[config.mk]
export PLATFORM = sky130hd
export DESIGN_NAME = adbg_or1k_bp_xtrig
export DESIGN_NICKNAME = d
export VERILOG_FILES = /design/src/rtl/adbg_or1k_pkg.sv /design/src/rtl/adbg_sat_counter.sv /design/src/rtl/adbg_or1k_bp_xtrig.sv
export SDC_FILE = /design/constraint.sdc
export NUM_CORES = 1
export LEC_CHECK = 0
export CORE_MARGIN = 1
export CORE_UTILIZATION = 44
export CTS_CLUSTER_SIZE = 28
export DETAILED_ROUTE_END_ITERATION = 10
export GPL_ROUTABILITY_DRIVEN = 0
export PLACE_DENSITY = 0.79
export SYNTH_ARGS = -nofsm -noshare
export SYNTH_HDL_FRONTEND = slang
export SYNTH_SLANG_ARGS = --single-unit
[constraint.sdc]
create_clock -name cpu_clk_i -period 1.7 [get_ports cpu_clk_i]
set_input_delay 0.34 -clock cpu_clk_i [delete_from_list [all_inputs] [get_ports cpu_clk_i]]
set_output_delay 0.34 -clock cpu_clk_i [all_outputs]
set_load 0.03 [all_outputs]
[src/rtl/adbg_or1k_pkg.sv]
// Shared OR1K debug types: cross-trigger FSM states and the first-hit priority picker.
package adbg_or1k_pkg;

  typedef enum logic {XT_IDLE, XT_HOLD} xt_state_e;

  localparam int XT_MAX_CORES = 32;
  localparam int XT_MAX_IDX_W = 5;

  // Lowest set bit wins; callers zero-extend narrower vectors.
  function automatic logic [XT_MAX_IDX_W-1:0] lowest_set_idx(input logic [XT_MAX_CORES-1:0] v);
    logic [XT_MAX_IDX_W-1:0] r;
    r = '0;
    for (int i = XT_MAX_CORES - 1; i >= 0; i--)
      if (v[i]) r = XT_MAX_IDX_W'(i);
    return r;
  endfunction

endpackage

[src/rtl/adbg_sat_counter.sv]
// Saturating up-counter; clear takes priority over a same-cycle increment.
module adbg_sat_counter #(
  parameter int W = 8
) (
  input  logic         clk_i,
  input  logic         rst_ni,
  input  logic         inc_i,
  input  logic         clr_i,
  output logic [W-1:0] cnt_o
);

  logic [W-1:0] cnt_q, cnt_d;

  always_comb begin
    cnt_d = cnt_q;
    if (clr_i)                      cnt_d = '0;
    else if (inc_i && cnt_q != '1)  cnt_d = cnt_q + W'(1);
  end

  always_ff @(posedge clk_i or negedge rst_ni)
    if (!rst_ni) cnt_q <= '0;
    else         cnt_q <= cnt_d;

  assign cnt_o = cnt_q;

endmodule

[src/rtl/adbg_or1k_bp_xtrig.sv]
// Breakpoint collector: edge-detects per-core halt requests, optionally broadcasts
// a halt across the programmed group, and tracks first hitter plus hit counts.
module adbg_or1k_bp_xtrig
  import adbg_or1k_pkg::*;
#(
  parameter int NB_CORES = 4,
  parameter int CNT_W    = 8,
  parameter int IDX_W    = 2
) (
  input  logic                      cpu_clk_i,
  input  logic                      cpu_rstn_i,
  input  logic [NB_CORES-1:0]       core_bp_i,
  input  logic [NB_CORES-1:0]       group_mask_i,
  input  logic                      halt_all_en_i,
  input  logic [NB_CORES-1:0]       cpu_stall_i,
  input  logic                      cnt_clr_i,
  output logic [NB_CORES-1:0]       bp_o,
  output logic [IDX_W-1:0]          first_hit_idx_o,
  output logic                      first_hit_vld_o,
  output logic [NB_CORES*CNT_W-1:0] hit_cnt_o
);

  logic [NB_CORES-1:0] prev_q, bp_q, rise;
  logic [IDX_W-1:0]    idx_q;
  logic                vld_q;
  logic                xt;
  xt_state_e           state_q;

  assign rise = core_bp_i & ~prev_q;
  assign xt   = halt_all_en_i && |(rise & group_mask_i);

  always_ff @(posedge cpu_clk_i or negedge cpu_rstn_i)
    if (!cpu_rstn_i) prev_q <= '0;
    else             prev_q <= core_bp_i;

  // Broadcast only on the hit that opens an episode; later hits just pass through.
  always_ff @(posedge cpu_clk_i or negedge cpu_rstn_i) begin
    if (!cpu_rstn_i) begin
      state_q <= XT_IDLE;
      bp_q    <= '0;
      idx_q   <= '0;
      vld_q   <= 1'b0;
    end else begin
      case (state_q)
        XT_IDLE: begin
          if (rise == '0) begin
            bp_q <= '0;
          end else begin
            bp_q    <= rise | (xt ? group_mask_i : '0);
            idx_q   <= IDX_W'(lowest_set_idx(XT_MAX_CORES'(rise)));
            vld_q   <= 1'b1;
            state_q <= XT_HOLD;
          end
        end
        XT_HOLD: begin
          bp_q <= rise;
          if (cpu_stall_i == '0 && bp_q == '0 && rise == '0) begin
            vld_q   <= 1'b0;
            state_q <= XT_IDLE;
          end
        end
        default: state_q <= XT_IDLE;
      endcase
    end
  end

  for (genvar g = 0; g < NB_CORES; g++) begin : g_cnt
    adbg_sat_counter #(.W(CNT_W)) u_cnt (
      .clk_i  (cpu_clk_i),
      .rst_ni (cpu_rstn_i),
      .inc_i  (rise[g]),
      .clr_i  (cnt_clr_i),
      .cnt_o  (hit_cnt_o[g*CNT_W +: CNT_W])
    );
  end

  assign bp_o            = bp_q;
  assign first_hit_idx_o = idx_q;
  assign first_hit_vld_o = vld_q;

endmodule

* Word-level counts from Yosys, hierarchy flattened
Index checks and enable logic that the tools add are counted.
Widths: inputs -> output; s select.
** Operators by class
- Equal/unequal tests :: 6
- Muxes and demuxes :: 21
- Add/subtract/negate cells :: 4
- Reductions and logical operators :: 17
- Bitwise logic cells :: 6
** Operators with widths (count)
- $mux 8 :: 8
- $add 8x1->8 const B :: 4
- $ne 8x8->1 const B :: 4
- $logic_not 4->1 :: 3
- $and 4x4->4 :: 2
- $mux 2 :: 4
- $mux 4 :: 2
- $pmux 4 s2 :: 1
- $reduce_bool 2->1 :: 4
- $logic_and 1x1->1 :: 7
- $mux 1 :: 4
- $not 4->4 :: 1
- $or 4x4->4 :: 1
- $pmux 1 s2 :: 2
- $reduce_and 2->1 :: 2
- $reduce_or 4->1 :: 1
- $ne 2x1->1 const B :: 1
- $ne 2x2->1 const B :: 1
- $not 1->1 :: 2
** Storage, ports and cells
- Output and inout bits :: 39
- Input port bits :: 16
- Word-level logic and storage cells :: 63
- Bits in registers :: 44

* Longest topological paths before layout
- Word-level depth :: 9
- Mapped depth :: 6
- Gate-level depth less buffers :: 5

* Cells and area by module
Synthesis repeated with hierarchy kept, for this count alone.
** Second synthesis, totals
- Cell total of the unflattened synthesis :: 238
- Area total of the unflattened synthesis :: 2387.3 um^2
** By module, submodules not included
- adbg_sat_counter :: area an instance 464.2 um^2, cells an instance 49, seq. area each 200.2 um^2, times used 4
- adbg_or1k_bp_xtrig :: area an instance 530.5 um^2, cells an instance 42, seq. area each 300.3 um^2, times used 1

* Least setup slack after synthesis
Ideal clock, no wire load.
- Path type :: reg-to-reg
- Start :: register g_cnt[2].u_cnt.cnt_q[0]
- End :: register g_cnt[2].u_cnt.cnt_q[5]
- Buffers on the path :: 0
- Path slack :: -0.080 ns
- Data arrival time :: 1.653 ns
- Stages on the path, launching flop included :: 6
- Data required time :: 1.573 ns
- Cells stage by stage :: dfrtp_1 ha_1 inv_1 or3_1 nand4_1 mux2_1
** On the way
- Longest elaborated chain between the ends :: 3
** Ends and longest elaborated chain
- from (decl) :: RTL line adbg_sat_counter.sv:12 : logic [W-1:0] cnt_q, cnt_d;
- from (signal assigned) :: RTL line adbg_sat_counter.sv:22 : else cnt_q <= cnt_d;
- $add 8x1->8 / $ne 8x8->1 (equally long branches) :: RTL line adbg_sat_counter.sv:17 : else if (inc_i && cnt_q != '1) cnt_d = cnt_q + W'(1);
- $mux 8 / $logic_and 1x1->1 (equally long branches) :: RTL line adbg_sat_counter.sv:17
- $mux 8 / $reduce_bool 2->1 (equally long branches)
Several ways; a longest one is shown, not always the timed one. The select of a mux whose other input is x is not followed.
A chain may end at the register's enable or synchronous reset.

* Worst setup path after layout
- Start :: register g_cnt[1].u_cnt.cnt_q[7]
- End :: output hit_cnt_o[15]
** RTL lines
- from (decl) :: RTL line adbg_sat_counter.sv:12
- from (signal assigned) :: RTL line adbg_sat_counter.sv:22
- to (decl) :: RTL line adbg_or1k_bp_xtrig.sv:20 : output logic [NB_CORES*CNT_W-1:0] hit_cnt_o
No word-level cell between the ends.

==> metrics.cfg <==
[outcome]
run_status = completed

[setup_path]
crit_start = g_cnt[1].u_cnt.cnt_o[7]
cpPeakStageDelay_ns = 0.66
crit_path_start_kind = register
kind_of_end_point_of_the_critical_path = output port
timing.rr.start = g_cnt[2].u_cnt.cnt_o[0]
path_cells = clkdlybuf4s50_1
path_delay_family = buffers and inverters
slowest_stage = sky130_fd_sc_hd__clkdlybuf4s50_1
cp.arrival_ns = 1.32
required_worst_endpoint_ns = 1.36
timing.critical_path.fanout_max = 2
critical_path.n_buffers_inverters = 1
critical_path_class = reg2out

[timing]
min_period_ns = 1.66
hold_violations = 0
setup_repair_after_global_routing_missed_its_margin = false
finalCritPeriodShare = 0.976
timing.fmax_mhz = 603
worst_slew_pin_slew_ns = 0.461
clock-skew-final_ns = 0.00896
setup_viol_count_final = 0
final-max-slew-violation-count = 0
max_slew_margin = 0.693
fin_ws_ns = 0.0407

[detailed_routing]
avgViaCountPerCell = 5.56
vias = 2001
route.detailed.wl_per_inst_um = 14.3
totalWireLength_um = 5160
detail_route.first_pass.iterations = 4
drt_first_iter_violations = 140
postRouteAntennaNets = 0
detail_route.drc_violations = 0

[power_and_ir_drop]
total_leakage_power_nw = 1.53
p_per_area_nw_per_um2 = 685
report.power.total_w = 0.00210
irDropWorstVdd_mv = 0.463

[clock_tree]
worst_skew_pair.late_latency_ns = 0.30
depth_of_the_cts_h_tree = 2
tritoncts_clock_tree = done
clk_transition_reported_paths_ns = 0.09
cts_inserted_buffers = 5
cts_buffer_depth = 2
post-cts-setup-buffers = 0
clock_sinks = 44
buffer_type_at_the_clock_tree_root = sky130_fd_sc_hd__clkbuf_8

[place]
dp.final_hpwl_um = 3790
post_place_setup_slack_ns = -0.152
placed_cells = 351
port_buffers = 54

[worst_hold_path]
hold_class = in2async

[synthesis]
synth.yosys.warnings = 0
syn_inst = 219
synth_fp_nets = 239
number_of_flip_flops_and_latches_in_the_synthesized_netlist = 44
synth_ff_type = sky130_fd_sc_hd__dfrtp_1
count_of_flip_flops_with_a_built_in_enable_after_synthesis = 0
synthesis.area_per_instance_um2 = 10.2
syn-cell-area_um2 = 2240
ys_async_sr_fraction = 1.00
synth_seq_area_share = 0.492
synth.distinct_cells = 48

[floorplanning]
die_w_um = 73.3
vert_die_dim_um = 73.3
core-area_um2 = 4820
pin_count = 55
core.rowCount = 25
die_area_um2 = 5380
initial_cell_density_of_the_core = 0.465

[global_routing]
first_global_vias = 1921
antenna_found_initial = 0
groute.usage.overall = 0.209
global_route_wire_length_before_repair_um = 8580
global_route_total_overflow = 0
maximum_number_of_pins_on_one_net_before_global_route_repair = 36

[finish]
antenna_cells_inserted = 0
layout-area-overhead-vs-synth_pct = 37.0
final_core_utilization = 0.637
finish.cell_count_without_fillers = 360
nNetsFinal = 312
share_of_layout_cells_above_drive_strength_1 = 0.147

[job]
maxCapViolCount = 0

==> final cells by class <==
class,instances,area (um^2)
repair buffers,75,701
well taps,67,83.8
clock buffers,7,86.3
inverters,4,15.0
fillers,416,1750
multi-input cells,162,1070
clock inverters,1,7.51
flip-flops and latches,44,1100
==> logic make-up (layout without fill, tap and decap cells) <==
logic type,Yosys count,count (layout),synth area share
DFF,44,44,0.492
buffers and inverters,13,87,0.0302
xor gates and xnor gates,7,7,0.0274
and+or+nand+nor,94,94,0.229
AOI/OAI and AO/OA,46,46,0.147
muxes,11,11,0.0525
adders and majority gates,4,4,0.0223
==> cells in the mapped netlist (all sizes together), types with 2 or more instances <==
cell type | n | area [um^2]
o21ai | 3 | 15.0
xnor2 | 2 | 17.5
a31oi | 8 | 50.1
a211oi | 4 | 35.0
nor3b | 2 | 20.0
dfrtp | 44 | 1100
a311oi | 2 | 17.5
buf | 5 | 37.5
inv | 4 | 15.0
and4 | 4 | 37.5
nand2 | 12 | 45.0
a22oi | 2 | 15.0
o21bai | 3 | 22.5
ha | 4 | 50.1
and4b | 2 | 20.0
nor2 | 27 | 101
nand2b | 5 | 31.3
nand4 | 5 | 31.3
nand3 | 9 | 45.0
a41o | 2 | 20.0
nor3 | 12 | 60.1
a21oi | 12 | 60.1
mux2i | 8 | 80.1
mux2 | 3 | 37.5
nor2b | 7 | 53.8
xor2 | 5 | 43.8
nor4 | 3 | 18.8
clkbuf | 4 | 15.0
o22a | 2 | 17.5
a31o | 4 | 35.0
==> flip-flops by register name, summed over array words and instances (netlist names) <==
signal	flops
g_cnt.u_cnt.cnt_o	32
bp_o	4
prev_q	4
first_hit_idx_o	2
first_hit_vld_o	1
state_q	1
==> metrics by stage <==
| stage | hold slack, ns | area (um^2) | setup TNS [ns] |
|---|---|---|---|
| CTS | 0.509 | 3050 | 0 |
| finish | 0.511 | 3070 | 0 |
| floorplan | 0.0444 | 2240 | 0 |
| detailed placement | 0.313 | 2980 | -1.39 |
| global placement | 0.312 | 2980 | -0.951 |
| global route | 0.523 | 3070 | 0 |
==> layout by cell type, fill, tap and decap left out, types with 2 or more instances in the layout <==
| cell type | netlist | routed |
|---|---|---|
| sky130_fd_sc_hd__a311oi_1 | 2 | 2 |
| sky130_fd_sc_hd__clkdlybuf4s50_1 | 0 | 16 |
| sky130_fd_sc_hd__nor2b_1 | 5 | 5 |
| sky130_fd_sc_hd__dfrtp_2 | 0 | 2 |
| sky130_fd_sc_hd__nor3_1 | 12 | 12 |
| sky130_fd_sc_hd__dfrtp_1 | 44 | 42 |
| sky130_fd_sc_hd__mux2i_1 | 8 | 8 |
| sky130_fd_sc_hd__dlygate4sd2_1 | 0 | 30 |
| sky130_fd_sc_hd__mux2_1 | 2 | 2 |
| sky130_fd_sc_hd__o21bai_1 | 3 | 3 |
| sky130_fd_sc_hd__and4b_1 | 2 | 2 |
| sky130_fd_sc_hd__inv_1 | 4 | 4 |
| sky130_fd_sc_hd__nand3_1 | 9 | 9 |
| sky130_fd_sc_hd__a211oi_1 | 3 | 3 |
| sky130_fd_sc_hd__o22a_1 | 2 | 2 |
| sky130_fd_sc_hd__nand2_1 | 12 | 12 |
| sky130_fd_sc_hd__buf_12 | 0 | 2 |
| sky130_fd_sc_hd__a31oi_1 | 8 | 8 |
| sky130_fd_sc_hd__buf_4 | 0 | 18 |
| sky130_fd_sc_hd__nand4_1 | 5 | 5 |
| sky130_fd_sc_hd__xor2_1 | 5 | 5 |
| sky130_fd_sc_hd__nor4_1 | 3 | 3 |
| sky130_fd_sc_hd__a31o_2 | 4 | 4 |
| sky130_fd_sc_hd__dlymetal6s2s_1 | 0 | 7 |
| sky130_fd_sc_hd__xnor2_1 | 2 | 2 |
| sky130_fd_sc_hd__nand2b_1 | 5 | 5 |
| sky130_fd_sc_hd__a21oi_1 | 12 | 12 |
| sky130_fd_sc_hd__clkbuf_8 | 0 | 6 |
| sky130_fd_sc_hd__a41o_1 | 2 | 2 |
| sky130_fd_sc_hd__a22oi_1 | 2 | 2 |
| sky130_fd_sc_hd__nor2_1 | 27 | 27 |
| sky130_fd_sc_hd__and4_1 | 3 | 3 |
| sky130_fd_sc_hd__o21ai_1 | 2 | 2 |
| sky130_fd_sc_hd__ha_1 | 4 | 4 |
==> metal layers <==
layer  up-vias  wire length (um)  global-route usage
met1       977              2270               0.250
li1        957                 -                   -
met5         -                 0                   0
met4         0                51              0.0748
met3         4               261              0.0453
met2        63              2580               0.370
==> timing repair <==
action	in CTS	in global routing
endpoints found under the setup margin	30	7
hold endpoints to repair	18	0
hold buffers	1	0
resized for setup	30	7
==> path summary, 6_finish.rpt <==
kind / slack [ns] / cells after the start / endpoint
hold reg to reg: 0.51 / 1 / first_hit_idx_o[1]
setup reg to reg: 0.13 / 5 / g_cnt[2].u_cnt.cnt_o[5]
hold / removal: 0.51 / 2 / prev_q[2]
min in group cpu_clk_i: 0.51 / 1 / first_hit_idx_o[1]
setup / recovery: 0.04 / 1 / hit_cnt_o[15]
max in group asynchronous: 0.68 / 3 / g_cnt[2].u_cnt.cnt_o[1]
==> where the power goes <==
part,internal (W),switching (W)
clock,0.000330,0.000362
combinational,0.000135,0.000164
sequential,0.00108,0.0000293
No activity file was read; power rests on OpenSTA's default activity.
